`config.mk`:
```
export PLATFORM = sky130hd
export DESIGN_NAME = countdown_timer
export DESIGN_NICKNAME = d
export VERILOG_FILES = /design/src/rtl/countdown_timer_pkg.sv /design/src/rtl/countdown_timer_prescaler.sv /design/src/rtl/countdown_timer.sv
export SDC_FILE = /design/constraint.sdc
export NUM_CORES = 1
export LEC_CHECK = 0
export ABC_AREA = 1
export BUFFER_PORTS_ARGS = -buffer_cell sky130_fd_sc_hd__buf_2
export CAP_MARGIN = 20
export CORE_ASPECT_RATIO = 1.2
export CORE_UTILIZATION = 38
export CTS_CLUSTER_DIAMETER = 120
export DETAILED_ROUTE_END_ITERATION = 16
export GPL_TIMING_DRIVEN = 0
export PLACE_DENSITY = 0.65
export RECOVER_POWER = 25
export SLEW_MARGIN = 30
export SYNTH_ARGS = -nofsm -noshare
export SYNTH_HDL_FRONTEND = slang
export SYNTH_HIERARCHICAL = 1
export SYNTH_SLANG_ARGS = --single-unit
```
`constraint.sdc`:
```
create_clock -name clk -period 2.5 [get_ports clk]
set_clock_uncertainty 0.15 [all_clocks]
set_input_delay 0.625 -clock clk [delete_from_list [all_inputs] [get_ports clk]]
set_output_delay 0.625 -clock clk [all_outputs]
set_load 0.03 [all_outputs]
```
`src/rtl/countdown_timer_pkg.sv`:
```
// Shared encodings, field widths and the seconds clamp helper for the countdown timer.
package countdown_timer_pkg;

  localparam int MIN_W   = 8;
  localparam int SEC_W   = 6;
  localparam int SEC_MAX = 59;

  typedef enum logic [1:0] {
    ST_IDLE    = 2'b00,
    ST_RUNNING = 2'b01,
    ST_PAUSED  = 2'b10,
    ST_EXPIRED = 2'b11
  } status_e;

  function automatic logic [SEC_W-1:0] clamp_sec(input logic [SEC_W-1:0] sec);
    return (sec > SEC_W'(SEC_MAX)) ? SEC_W'(SEC_MAX) : sec;
  endfunction

endpackage

```
`src/rtl/countdown_timer_prescaler.sv`:
```
// Divides clk down to a one-cycle tick every CLKS_PER_SEC enabled cycles; held at zero when disabled.
module tick_prescaler #(
  parameter int CLKS_PER_SEC = 50_000_000
) (
  input  logic clk,
  input  logic rst,
  input  logic enable,
  output logic tick
);

  localparam int CNT_W = (CLKS_PER_SEC > 1) ? $clog2(CLKS_PER_SEC) : 1;
  localparam logic [CNT_W-1:0] CNT_MAX = CNT_W'(CLKS_PER_SEC - 1);

  logic [CNT_W-1:0] cnt_reg;

  assign tick = enable && (cnt_reg == CNT_MAX);

  always_ff @(posedge clk) begin
    if (rst) begin
      cnt_reg <= '0;
    end else if (!enable || tick) begin
      cnt_reg <= '0;
    end else begin
      cnt_reg <= cnt_reg + 1'b1;
    end
  end

endmodule

```
`src/rtl/countdown_timer.sv`:
```
// Minutes:seconds countdown timer with start/stop/clear/load control and expiry alarm.
module countdown_timer
  import countdown_timer_pkg::*;
#(
  parameter int CLKS_PER_SEC = 50_000_000
) (
  input  logic             clk,
  input  logic             rst,
  input  logic             start,
  input  logic             stop,
  input  logic             clear,
  input  logic             load,
  input  logic [MIN_W-1:0] load_min,
  input  logic [SEC_W-1:0] load_sec,
  output logic [MIN_W-1:0] minutes,
  output logic [SEC_W-1:0] seconds,
  output logic [1:0]       status,
  output logic             done,
  output logic             alarm
);

  status_e          state_reg, state_next;
  logic [MIN_W-1:0] min_reg, min_next;
  logic [SEC_W-1:0] sec_reg, sec_next;
  logic             done_reg, done_next;
  logic             alarm_reg;
  logic             tick;
  logic             presc_rst;
  logic             value_zero;

  assign value_zero = (min_reg == '0) && (sec_reg == '0);

  // The prescaler restarts whenever the timer is about to leave RUNNING, so it
  // already reads zero in the first cycle of any non-running state.
  assign presc_rst = rst || (state_next != ST_RUNNING);

  tick_prescaler #(
    .CLKS_PER_SEC(CLKS_PER_SEC)
  ) u_prescaler (
    .clk   (clk),
    .rst   (presc_rst),
    .enable(state_reg == ST_RUNNING),
    .tick  (tick)
  );

  always_comb begin
    state_next = state_reg;
    min_next   = min_reg;
    sec_next   = sec_reg;
    done_next  = 1'b0;

    if (clear) begin
      state_next = ST_IDLE;
      min_next   = '0;
      sec_next   = '0;
    end else if (load && (state_reg != ST_RUNNING)) begin
      state_next = ST_IDLE;
      min_next   = load_min;
      sec_next   = clamp_sec(load_sec);
    end else begin
      case (state_reg)
        ST_IDLE: begin
          if (!stop && start && !value_zero) begin
            state_next = ST_RUNNING;
          end
        end
        ST_RUNNING: begin
          if (tick) begin
            if (sec_reg != '0) begin
              sec_next = sec_reg - 1'b1;
            end else if (min_reg != '0) begin
              min_next = min_reg - 1'b1;
              sec_next = SEC_W'(SEC_MAX);
            end
            // Expiry wins over a coincident stop.
            if ((min_next == '0) && (sec_next == '0)) begin
              state_next = ST_EXPIRED;
              done_next  = 1'b1;
            end else if (stop) begin
              state_next = ST_PAUSED;
            end
          end else if (stop) begin
            state_next = ST_PAUSED;
          end
        end
        ST_PAUSED: begin
          if (!stop && start) begin
            state_next = ST_RUNNING;
          end
        end
        default: begin
          state_next = state_reg;
        end
      endcase
    end
  end

  always_ff @(posedge clk) begin
    if (rst) begin
      state_reg <= ST_IDLE;
      min_reg   <= '0;
      sec_reg   <= '0;
      done_reg  <= 1'b0;
      alarm_reg <= 1'b0;
    end else begin
      state_reg <= state_next;
      min_reg   <= min_next;
      sec_reg   <= sec_next;
      done_reg  <= done_next;
      alarm_reg <= (state_next == ST_EXPIRED);
    end
  end

  assign minutes = min_reg;
  assign seconds = sec_reg;
  assign status  = state_reg;
  assign done    = done_reg;
  assign alarm   = alarm_reg;

endmodule

```
==> results.py, run 1 <==
metrics = {
    "outcome": {
        "status": "finished, violations left",
        "violations": "negative setup slack",
    },
    "setup_path": {
        "critPathBufInv": 3,
        "worstSetupPathType": "register to register",
        "startpoint_type": "register",
        "crit_required_ns": 2.59,
        "cp-end-kind": "register",
        "crit_family": "simple AND/OR/NAND/NOR gates",
        "cp_slowest_cell": "dfxtp_2",
        "max_stage_delay_ns": 0.34,
        "cp.arrival_ns": 2.73,
        "critical_path.cell_chain": "inv_2, ha_4, inv_2, nor2_4, nand2_4, nand2_4, nand3_2, nor2_2, nand3_2, nor2_4, nand3_2, nand2_2, nand2_2, nand2_2, nand3_2, nor2_4, nand2_4, buf_8, nor2_4",
        "crit_path_max_fanout": 6,
    },
    "yosys": {
        "syn_avg_cell_area_um2": 6.17,
        "synth_area_leaders": "dfxtp_1 (32%), nand2_1 (20%), nor2_1 (8.6%)",
        "yosysTopAreaCell": "dfxtp_1",
        "synth_edf_count": 0,
        "synthesis.area_mm2": 0.00276,
        "synth_top_area_share_pct": 31.9,
        "synth_ff_type": "dfxtp_1",
        "yosysUniqueCellTypes": 29,
        "synth_cells": 448,
        "synthArstFlopShare_pct": 0,
        "seq_area_frac_synth_pct": 31.9,
        "synth_nets": 471,
        "synth_warnings": 6,
        "ys_seq_elements": 44,
    },
    "sta": {
        "max_freq_ghz": 0.379,
        "hold_viol_final": 0,
        "post-route-period-util_pct": 105,
        "min_period_ns": 2.64,
        "timing.hold.ws_ns": 0.317,
        "setup_viol": 26,
        "fin_ws_ns": -0.136,
        "maxSlewViolCount": 0,
        "relSlewSlack_pct": 69.7,
        "rsz0062_at_grt": "true",
        "worstMarginPinSlew_ns": 0.454,
    },
    "cts": {
        "clock-root-buffer": "clkbuf_8",
        "path_clk_slew_ns": 0.09,
        "cts_made_buffers": 5,
        "clock-sinks": 44,
        "clk_path_buf_depth": 2,
        "h-tree-depth": 2,
        "cts_tree": "yes",
        "postCtsHoldBufs": 0,
        "clkLatencyLatePin_ns": 0.30,
    },
    "floorplan": {
        "num_rows": 33,
        "die_h_um": 95.4,
        "initial_core_util_pct": 39.8,
        "coreArea_mm2": 0.00694,
        "die-area_mm2": 0.00762,
        "ios": 38,
        "die_x_um": 79.8,
    },
    "drt": {
        "routed-via-count": 3020,
        "drtPass1Iterations": 4,
        "ant_nets": 0,
        "drt_iter0_drc": 127,
        "drc_errors": 0,
        "drt-wirelength-per-cell_um": 12.8,
        "wl_um": 7790,
        "avgViaCountPerCell": 4.98,
    },
    "run": {
        "max_cap_viol_count": 0,
    },
    "global_routing": {
        "grt_pass1_vias": 2921,
        "grt-ovfl-total": 0,
        "grt_first_pass_wirelength_um": 12600,
        "grtUsageTotal_pct": 20.9,
        "grt_max_degree": 15,
        "antenna_found_initial": 0,
    },
    "power_and_ir_drop": {
        "fin_total_pwr_w": 0.00170,
        "seqPwrFrac_pct": 42.6,
        "power.density_mw_per_mm2": 451,
        "p_int_w": 0.00118,
        "p_sw_w": 0.000519,
        "combPwrFrac_pct": 24.7,
        "ir_drop_mv": 0.301,
        "switching_share_pct": 30.5,
        "leakagePower_nw": 1.54,
        "p_clk_share_pct": 32.8,
    },
    "placement": {
        "port_buffers": 37,
        "dpl.hpwl_um": 5430,
        "place_ws_ns": -0.341,
        "dp.cells": 572,
        "gp_congestion": 0.944,
    },
    "cells_and_area": {
        "fin_cells": 607,
        "fin_nets": 542,
        "antennaDiodeCount": 0,
        "drive_gt1_share_pct": 32.9,
        "syn_to_final_growth_pct": 36.2,
        "largest_reg_flops": 26,
        "final_util_pct": 54.3,
    },
    "min_path": {
        "hold_path_class": "register to register",
    },
}
-- cells in the final DEF (no fill, tap or decap), types with 7 or more instances in the layout --
master / n
nand3_2: 12
clkbuf_1: 8
a31oi_1: 9
nand2_2: 12
nand3_1: 32
nor2_4: 16
inv_2: 11
buf_4: 19
o21ai_0: 16
dfxtp_1: 38
buf_2: 31
a21oi_2: 9
nor2_2: 20
nor2_1: 39
nand2_1: 133
xor2_1: 8
inv_1: 47
nand2_4: 7
-- cells in the mapped netlist (all sizes together) (2+ instances only) --
cell type and n:
nand2 151, nor2 77, inv 60, dfxtp 44, nand3 44, o21ai 16, a21oi 15, a31oi 9
xor2 8, clkbuf 4, buf 3, ha 3, xnor2 3, nand3b 2, nand4 2
-- final cells by class --
cell class / instances / area, um^2
Fill cell: 648 / 3170
Sequential cell: 44 / 888
Clock inverter: 3 / 42.5
Inverter: 61 / 238
Clock buffer: 5 / 68.8
Tap cell: 87 / 109
Buffer: 6 / 60.1
Timing Repair Buffer: 64 / 457
Multi-Input combinational cell: 337 / 1900
-- worst paths after layout --
path	start	end	slack (ns)	cells past startpoint
max	minutes[0]$_SDFFE_PP0P_	u_prescaler/cnt_reg[11]$_SDFF_PP0_	-0.14	19
min	u_prescaler/cnt_reg[0]$_SDFF_PP0_	u_prescaler/cnt_reg[0]$_SDFF_PP0_	0.32	1
max reg2reg	minutes[0]$_SDFFE_PP0P_	u_prescaler/cnt_reg[11]$_SDFF_PP0_	-0.14	19
min reg2reg	u_prescaler/cnt_reg[0]$_SDFF_PP0_	u_prescaler/cnt_reg[0]$_SDFF_PP0_	0.32	1
-- worst register-to-register path, stage by stage (launching register included) --
cell and delay [ns]:
dfxtp_2 0.34, inv_2 0.07, ha_4 0.16, inv_2 0.05, nor2_4 0.18, nand2_4 0.11
nand2_4 0.11, nand3_2 0.08, nor2_2 0.14, nand3_2 0.10, nor2_4 0.13, nand3_2 0.09
nand2_2 0.07, nand2_2 0.05, nand2_2 0.08, nand3_2 0.10, nor2_4 0.16, nand2_4 0.14
buf_8 0.18, nor2_4 0.09
-- repair_timing --
item	4_1_cts	5_1_grt
resized for setup	48	53
setup endpoints to repair	26	40
setup buffers	18	6
endpoints found under the hold margin	0	0
cloned	3	1
pin swaps	25	19
-- power by group through the flow --
stage	Combinational, W	Clock, W	Sequential [W]
2_1_floorplan	0.000196	0	0.000754
6_report	0.000419	0.000556	0.000723
5_1_grt	0.000455	0.000596	0.000724
3_3_place_gp	0.000283	0	0.000739
4_1_cts	0.000361	0.000572	0.000722
3_5_place_dp	0.000285	0	0.000738
-- per-stage QoR --
stage | TNS [ns] | area (um^2)
finish | -2.70 | 3760
global route | -6.20 | 3760
CTS | -1.77 | 3530
detailed placement | -7.47 | 3060
global placement | -8.00 | 3060
floorplan | 0 | 2770
-- kinds of logic after synthesis --
| group | share of synthesized area [%] |
|---|---|
| and+or+nand+nor | 44.3 |
| adders and majority gates | 1.36 |
| xor gates and xnor gates | 3.49 |
| buffers and inverters | 10.2 |
| AOI/OAI and AO/OA | 8.74 |
| DFF | 31.9 |
-- routing by layer --
| layer | global-route usage [%] | routed length, um | up-vias |
|---|---|---|---|
| li1 | - | - | 1546 |
| met1 | 22.9 | 3200 | 1396 |
| met2 | 39.2 | 4130 | 60 |
| met3 | 3.16 | 245 | 18 |
| met4 | 9.38 | 215 | 0 |
| met5 | 0 | 0 | - |
Power figures use the tool's default switching activity.
==> run 2, diff against run 1 <==
--- a/config.mk
+++ b/config.mk
@@ -15,6 +15,7 @@
 export GPL_TIMING_DRIVEN = 0
 export PLACE_DENSITY = 0.65
 export RECOVER_POWER = 25
+export SKIP_LAST_GASP = 1
 export SLEW_MARGIN = 30
 export SYNTH_ARGS = -nofsm -noshare
 export SYNTH_HDL_FRONTEND = slang
==> run 2 against run 1 <==
Via count increased by 0.96%. Critical path type unchanged. Largest power group unchanged. Final cell count grew 0.33%. Critical path depth unchanged. Flip-flop and latch count stayed put. Core utilization down 0.23 points. Non-clock buffer count up 2. The run still ends with negative setup slack left. Largest cell class unchanged. Clock power about the same. Global-route usage fell by 0.14 points.
==> results.py, run 2 (same netlist as run 1, synthesis figures left out) <==
metrics = {
    "outcome": {
        "status": "finished, violations left",
        "violations": "negative setup slack",
    },
    "cells_and_area": {
        "antennaDiodeCount": 0,
        "largest_reg_flops": 26,
        "drive_gt1_share_pct": 32.6,
        "fin_cells": 609,
        "layout_common_cells": "nand2_1 (133), inv_1 (48), nor2_1 (41), dfxtp_1 (37)",
        "fin_nets": 544,
        "syn_to_final_growth_pct": 35.6,
        "final_common_cell": "nand2_1",
    },
    "setup_path": {
        "cp-end-kind": "register",
        "timing.rr.start": "minutes[0]$_SDFFE_PP0P_",
        "startpoint_type": "register",
        "worstSetupPathType": "register to register",
        "cp.arrival_ns": 2.72,
        "rr_worst_depth": 19,
        "crit_start": "minutes[0]$_SDFFE_PP0P_",
        "reg2reg_slack_ns": -0.14,
        "worstSetupEndpoint": "u_prescaler/cnt_reg[14]$_SDFF_PP0_",
        "crit_path_max_fanout": 6,
        "crit_required_ns": 2.58,
        "timing.rr.end": "u_prescaler/cnt_reg[14]$_SDFF_PP0_",
    },
    "sta": {
        "post-route-period-util_pct": 106,
        "hold_viol_final": 0,
        "rsz0062_at_grt": "true",
        "timing.hold.ws_ns": 0.291,
        "min_period_ns": 2.64,
        "max_freq_ghz": 0.379,
        "maxSlewViolCount": 0,
        "setup_viol": 26,
        "relSlewSlack_pct": 70.3,
        "worstMarginPinSlew_ns": 0.446,
        "fin_ws_ns": -0.141,
    },
    "power_and_ir_drop": {
        "p_clk_share_pct": 32.7,
        "ir_drop_mv": 0.301,
        "p_sw_w": 0.000520,
        "fin_total_pwr_w": 0.00170,
        "seqPwrFrac_pct": 42.5,
        "leakagePower_nw": 1.56,
        "switching_share_pct": 30.6,
        "combPwrFrac_pct": 24.8,
        "power.density_mw_per_mm2": 454,
        "p_int_w": 0.00118,
    },
    "cts": {
        "clock-sinks": 44,
        "cts_made_buffers": 5,
        "path_clk_slew_ns": 0.09,
        "h-tree-depth": 2,
        "clk_path_buf_depth": 2,
        "clock-root-buffer": "clkbuf_8",
        "cts_tree": "yes",
        "clkLatencyLatePin_ns": 0.30,
        "postCtsHoldBufs": 0,
    },
    "drt": {
        "met3_length_um": 249,
        "drc_errors": 0,
        "wl_um": 7780,
        "m1WireLength_um": 3180,
        "avgViaCountPerCell": 5.01,
        "route.met2.wl_um": 4030,
        "drt-wirelength-per-cell_um": 12.8,
        "top_layer": "met4",
        "ant_nets": 0,
        "drtPass1Iterations": 4,
        "drt_iter0_drc": 121,
        "routed-via-count": 3049,
    },
    "placement": {
        "port_buffers": 37,
        "dp.cells": 572,
        "gp_congestion": 0.944,
        "dpl.hpwl_um": 5430,
        "place_ws_ns": -0.341,
    },
    "min_path": {
        "hold_path_class": "register to register",
    },
    "floorplan": {
        "initial_core_util_pct": 39.8,
        "die-area_mm2": 0.00762,
        "die_h_um": 95.4,
        "ios": 38,
        "die_x_um": 79.8,
        "num_rows": 33,
        "coreArea_mm2": 0.00694,
    },
    "global_routing": {
        "grt_max_degree": 15,
        "antenna_found_initial": 0,
        "grt-ovfl-total": 0,
        "grtUsageTotal_pct": 20.8,
        "grt_first_pass_wirelength_um": 12500,
        "grt_pass1_vias": 2896,
    },
    "run": {
        "max_cap_viol_count": 0,
    },
}
## run 2: cell count changes in the layout (fill, tap and decap cells not counted), sizes merged
cell	before	now
clkbuf	15	14
buf	60	63
## run 2: worst min path at each step
stage,endpoint,depth (start not counted),from
3_3_place_gp,u_prescaler/cnt_reg[0]$_SDFF_PP0_,1,u_prescaler/cnt_reg[0]$_SDFF_PP0_
2_1_floorplan,u_prescaler/cnt_reg[0]$_SDFF_PP0_,1,u_prescaler/cnt_reg[0]$_SDFF_PP0_
5_1_grt,u_prescaler/cnt_reg[0]$_SDFF_PP0_,1,u_prescaler/cnt_reg[0]$_SDFF_PP0_
4_1_cts,u_prescaler/cnt_reg[0]$_SDFF_PP0_,1,u_prescaler/cnt_reg[0]$_SDFF_PP0_
3_5_place_dp,u_prescaler/cnt_reg[0]$_SDFF_PP0_,1,u_prescaler/cnt_reg[0]$_SDFF_PP0_
6_report,u_prescaler/cnt_reg[0]$_SDFF_PP0_,1,u_prescaler/cnt_reg[0]$_SDFF_PP0_
## run 2: final cells by class
class,instances,area (um^2)
Tap cell,87,109
Fill cell,653,3190
Timing Repair Buffer,66,468
Clock inverter,3,42.5
Multi-Input combinational cell,337,1880
Clock buffer,5,68.8
Sequential cell,44,890
Inverter,61,235
Buffer,6,57.6
## run 2: stage by stage
step	utilization, %	area, um^2	setup TNS [ns]
after global placement	44.2	3060	-8.00
final	54.0	3750	-2.97
after CTS	50.6	3510	-1.87
after floorplan	-	2770	0
after detailed placement	44.2	3060	-7.47
after global routing	54.0	3750	-6.45
## run 2: layer usage
| layer | GRT usage (%) | vias up |
|---|---|---|
| li1 | - | 1546 |
| met1 | 22.9 | 1399 |
| met2 | 38.7 | 78 |
| met3 | 3.16 | 26 |
| met4 | 9.38 | 0 |
| met5 | 0 | - |
## run 2: timing repair
| action | 4_1_cts | 5_1_grt |
|---|---|---|
| gates cloned | 3 | 1 |
| buffers inserted | 18 | 8 |
| pin swaps | 25 | 17 |
| gates resized for setup | 43 | 49 |
| setup endpoints to repair | 26 | 40 |
## run 2: power groups by stage
stage	clock (W)	combinational, W	sequential [W]
floorplan	0	0.000196	0.000754
global placement	0	0.000283	0.000739
detailed placement	0	0.000285	0.000738
CTS	0.000572	0.000361	0.000722
global route	0.000596	0.000457	0.000724
finish	0.000555	0.000422	0.000723
## run 2: critical path, cell delays in order (launching register included)
cell     delay (ns)
dfxtp_2        0.34
inv_2          0.07
ha_4           0.16
inv_2          0.04
nor2_4         0.19
nand2_4        0.11
nand2_4        0.11
nand3_2        0.08
nor2_2         0.14
nand3_2        0.10
nor2_4         0.14
nand3_2        0.09
nand2_2        0.07
nand2_2        0.05
nand2_2        0.08
nand3_2        0.10
nor2_4         0.16
nand2_4        0.13
buf_4          0.16
a21oi_1        0.10
==> run 3, diff against run 2 <==
--- a/config.mk
+++ b/config.mk
@@ -5,7 +5,6 @@
 export SDC_FILE = /design/constraint.sdc
 export NUM_CORES = 1
 export LEC_CHECK = 0
-export ABC_AREA = 1
 export BUFFER_PORTS_ARGS = -buffer_cell sky130_fd_sc_hd__buf_2
 export CAP_MARGIN = 20
 export CORE_ASPECT_RATIO = 1.2
@@ -15,6 +14,7 @@
 export GPL_TIMING_DRIVEN = 0
 export PLACE_DENSITY = 0.65
 export RECOVER_POWER = 25
+export SETUP_SLACK_MARGIN = 0.02
 export SKIP_LAST_GASP = 1
 export SLEW_MARGIN = 30
 export SYNTH_ARGS = -nofsm -noshare
==> run 3 against run 2 <==
Critical endpoint is now u_prescaler/cnt_reg[21]$_SDFF_PP0_. Highest routed layer unchanged. Sequential power about the same. Non-clock buffer count increased by 7. Final cell count decreased by 21%. Core utilization decreased by 0.40 points. Hold slack improved by 0.025 ns. The flow still finishes with violations (negative setup slack).
==> results.py, run 3 <==
metrics = {
    "power_and_ir_drop": {
        "ir_drop_mv": 0.221,
        "leakagePower_nw": 1.22,
        "power.density_mw_per_mm2": 436,
        "fin_total_pwr_w": 0.00152,
    },
    "floorplan": {
        "ios": 38,
        "coreArea_mm2": 0.00649,
        "initial_core_util_pct": 39.8,
        "die-area_mm2": 0.00713,
        "die_h_um": 92.3,
        "die_x_um": 77.3,
        "num_rows": 32,
    },
    "min_path": {
        "hold_path_class": "register to register",
    },
    "yosys": {
        "yosysTopAreaCell": "dfxtp_1",
        "synthArstFlopShare_pct": 0,
        "seq_area_frac_synth_pct": 34.1,
        "synth_xor_area_share_pct": 3.73,
        "synth_fa_ha_area_share_pct": 1.45,
        "synth_nets": 348,
        "synth_top_family_by_area": "simple AND/OR/NAND/NOR gates",
        "synth_area_leaders": "dfxtp_1 (34%), nor2_1 (5.1%), a21oi_1 (4.6%)",
        "syn_avg_cell_area_um2": 7.95,
        "synth_common_cells": "dfxtp_1 (44), nor2_1 (35), a21oi_1 (24)",
        "synth_cells": 325,
        "synth_edf_count": 0,
        "synth-compound-area-share_pct": 20.3,
        "synth_ff_type": "dfxtp_1",
        "synth.mux.area_fraction_pct": 0.823,
        "yosysMostFrequentCell": "dfxtp_1",
        "synthesis.area_mm2": 0.00258,
        "yosys.area_share.simple_pct": 34.4,
        "ys_seq_elements": 44,
        "yosysUniqueCellTypes": 58,
        "synth_top_area_share_pct": 34.1,
        "synth_warnings": 6,
    },
    "cells_and_area": {
        "fin_nets": 418,
        "final_util_pct": 53.6,
        "fillerInstances": 654,
        "regArea_um2": 910,
        "multiInputGateArea_mm2": 0.00180,
        "fin_cells": 481,
        "drive_gt1_share_pct": 37.9,
        "layout_common_cells": "buf_2 (31), dfxtp_1 (31), buf_4 (28), nor2_1 (26), o21ai_0 (21)",
        "largest_reg_flops": 26,
        "syn_to_final_growth_pct": 34.6,
        "antennaDiodeCount": 0,
    },
    "outcome": {
        "status": "finished, violations left",
        "violations": "negative setup slack",
    },
    "placement": {
        "port_buffers": 37,
        "gp_congestion": 0.885,
        "dp.cells": 447,
        "dpl.hpwl_um": 4740,
    },
    "global_routing": {
        "grtUsageTotal_pct": 20.2,
        "grt_first_pass_wirelength_um": 11600,
        "grt_pass1_vias": 2545,
        "grt-ovfl-total": 0,
        "grt_max_degree": 14,
        "antenna_found_initial": 0,
    },
    "sta": {
        "worstMarginPinSlew_ns": 0.577,
        "fin_ws_ns": -0.377,
        "max_freq_ghz": 0.348,
        "relSlewSlack_pct": 61.2,
        "hold_viol_final": 0,
        "timing.hold.ws_ns": 0.317,
        "min_period_ns": 2.88,
        "rsz0062_at_grt": "true",
        "maxSlewViolCount": 0,
        "setup_viol": 29,
        "post-route-period-util_pct": 115,
        "setup_tns_ns": -9.36,
    },
    "cts": {
        "h-tree-depth": 2,
        "path_clk_slew_ns": 0.08,
        "clock-root-buffer": "clkbuf_8",
        "clock-sinks": 44,
        "clkLatencyLatePin_ns": 0.29,
        "cts_made_buffers": 5,
        "clk_path_buf_depth": 2,
        "cts_tree": "yes",
    },
    "setup_path": {
        "worstSetupPathType": "register to register",
        "reg2reg_slack_ns": -0.38,
        "crit_path_max_fanout": 11,
        "cp-end-kind": "register",
        "crit_required_ns": 2.52,
        "startpoint_type": "register",
        "cp.arrival_ns": 2.90,
    },
    "run": {
        "max_cap_viol_count": 0,
    },
    "drt": {
        "wl_um": 7100,
        "drt_iter0_drc": 107,
        "ant_nets": 0,
        "avgViaCountPerCell": 5.64,
        "drt-wirelength-per-cell_um": 14.8,
        "drtPass1Iterations": 4,
        "drc_errors": 0,
        "routed-via-count": 2713,
    },
}
## run 3: changes by cell type after synthesis, sizes merged, moves of 13 or more
| cell | before | now |
|---|---|---|
| nand2 | 151 | 21 |
| inv | 60 | 13 |
| nor2 | 77 | 35 |
| nand3 | 44 | 17 |
| nor3 | 1 | 17 |
| nand4 | 2 | 15 |
## run 3: final timing paths
kind / startpoint / end / cells past startpoint
worst max-delay path: seconds[3]$_SDFFE_PP0P_ / u_prescaler/cnt_reg[21]$_SDFF_PP0_ / 10
worst min-delay path: u_prescaler/cnt_reg[0]$_SDFF_PP0_ / u_prescaler/cnt_reg[0]$_SDFF_PP0_ / 1
worst max register to register: seconds[3]$_SDFFE_PP0P_ / u_prescaler/cnt_reg[21]$_SDFF_PP0_ / 10
worst min register to register: u_prescaler/cnt_reg[0]$_SDFF_PP0_ / u_prescaler/cnt_reg[0]$_SDFF_PP0_ / 1
## run 3: area by class of cell
class,count,share of cell area (%)
Multi-Input combinational cell,252,51.9
Inverter,13,1.55
Timing Repair Buffer,66,11.5
Clock buffer,8,2.88
Sequential cell,44,26.2
Tap cell,85,3.06
Buffer,13,2.99
## run 3: worst max-delay path: stages, from the launching register on
cell and delay, ns:
dfxtp_4 0.40, nor3_4 0.44, nand4_1 0.22, or3_1 0.39, a221oi_4 0.29, nand4_2 0.16
a22oi_2 0.19, nor2b_2 0.08, o41ai_4 0.10, clkbuf_8 0.28, a21oi_2 0.03
## run 3: stage by stage
stage / instance area [um^2] / worst slack, ns
2_1_floorplan: 2690 / -0.256
3_3_place_gp: 2980 / -0.512
3_5_place_dp: 2980 / -0.525
4_1_cts: 3290 / -0.390
5_1_grt: 3480 / -0.438
6_report: 3480 / -0.377
## run 3: report_power, final
group	switching [W]	internal, W
registers	0.0000149	0.000705
logic	0.000163	0.000144
clock network	0.000236	0.000252
total	0.000414	0.00110
## run 3: logic make-up (layout without fill, tap and decap cells)
family / count (synthesis) / in the layout
and+or+nand+nor: 157 / 157
DFF: 44 / 44
adders and majority gates: 3 / 3
buffers and inverters: 29 / 100
muxes: 2 / 2
xor gates and xnor gates: 11 / 11
AOI/OAI and AO/OA: 79 / 79
## run 3: routing by layer
layer | track usage (%) | up-vias | wire (um)
met5 | 0 | - | 0
met1 | 23.0 | 1269 | 2970
met4 | 9.59 | 0 | 202
met3 | 3.45 | 17 | 250
li1 | - | 1366 | -
met2 | 36.1 | 61 | 3670
## run 3: timing repair
item,4_1_cts,5_1_grt
gates cloned,2,0
pin swaps,11,15
setup buffers,15,12
endpoints found under the setup margin,39,44
hold buffers,0,0
gates resized for setup,24,33
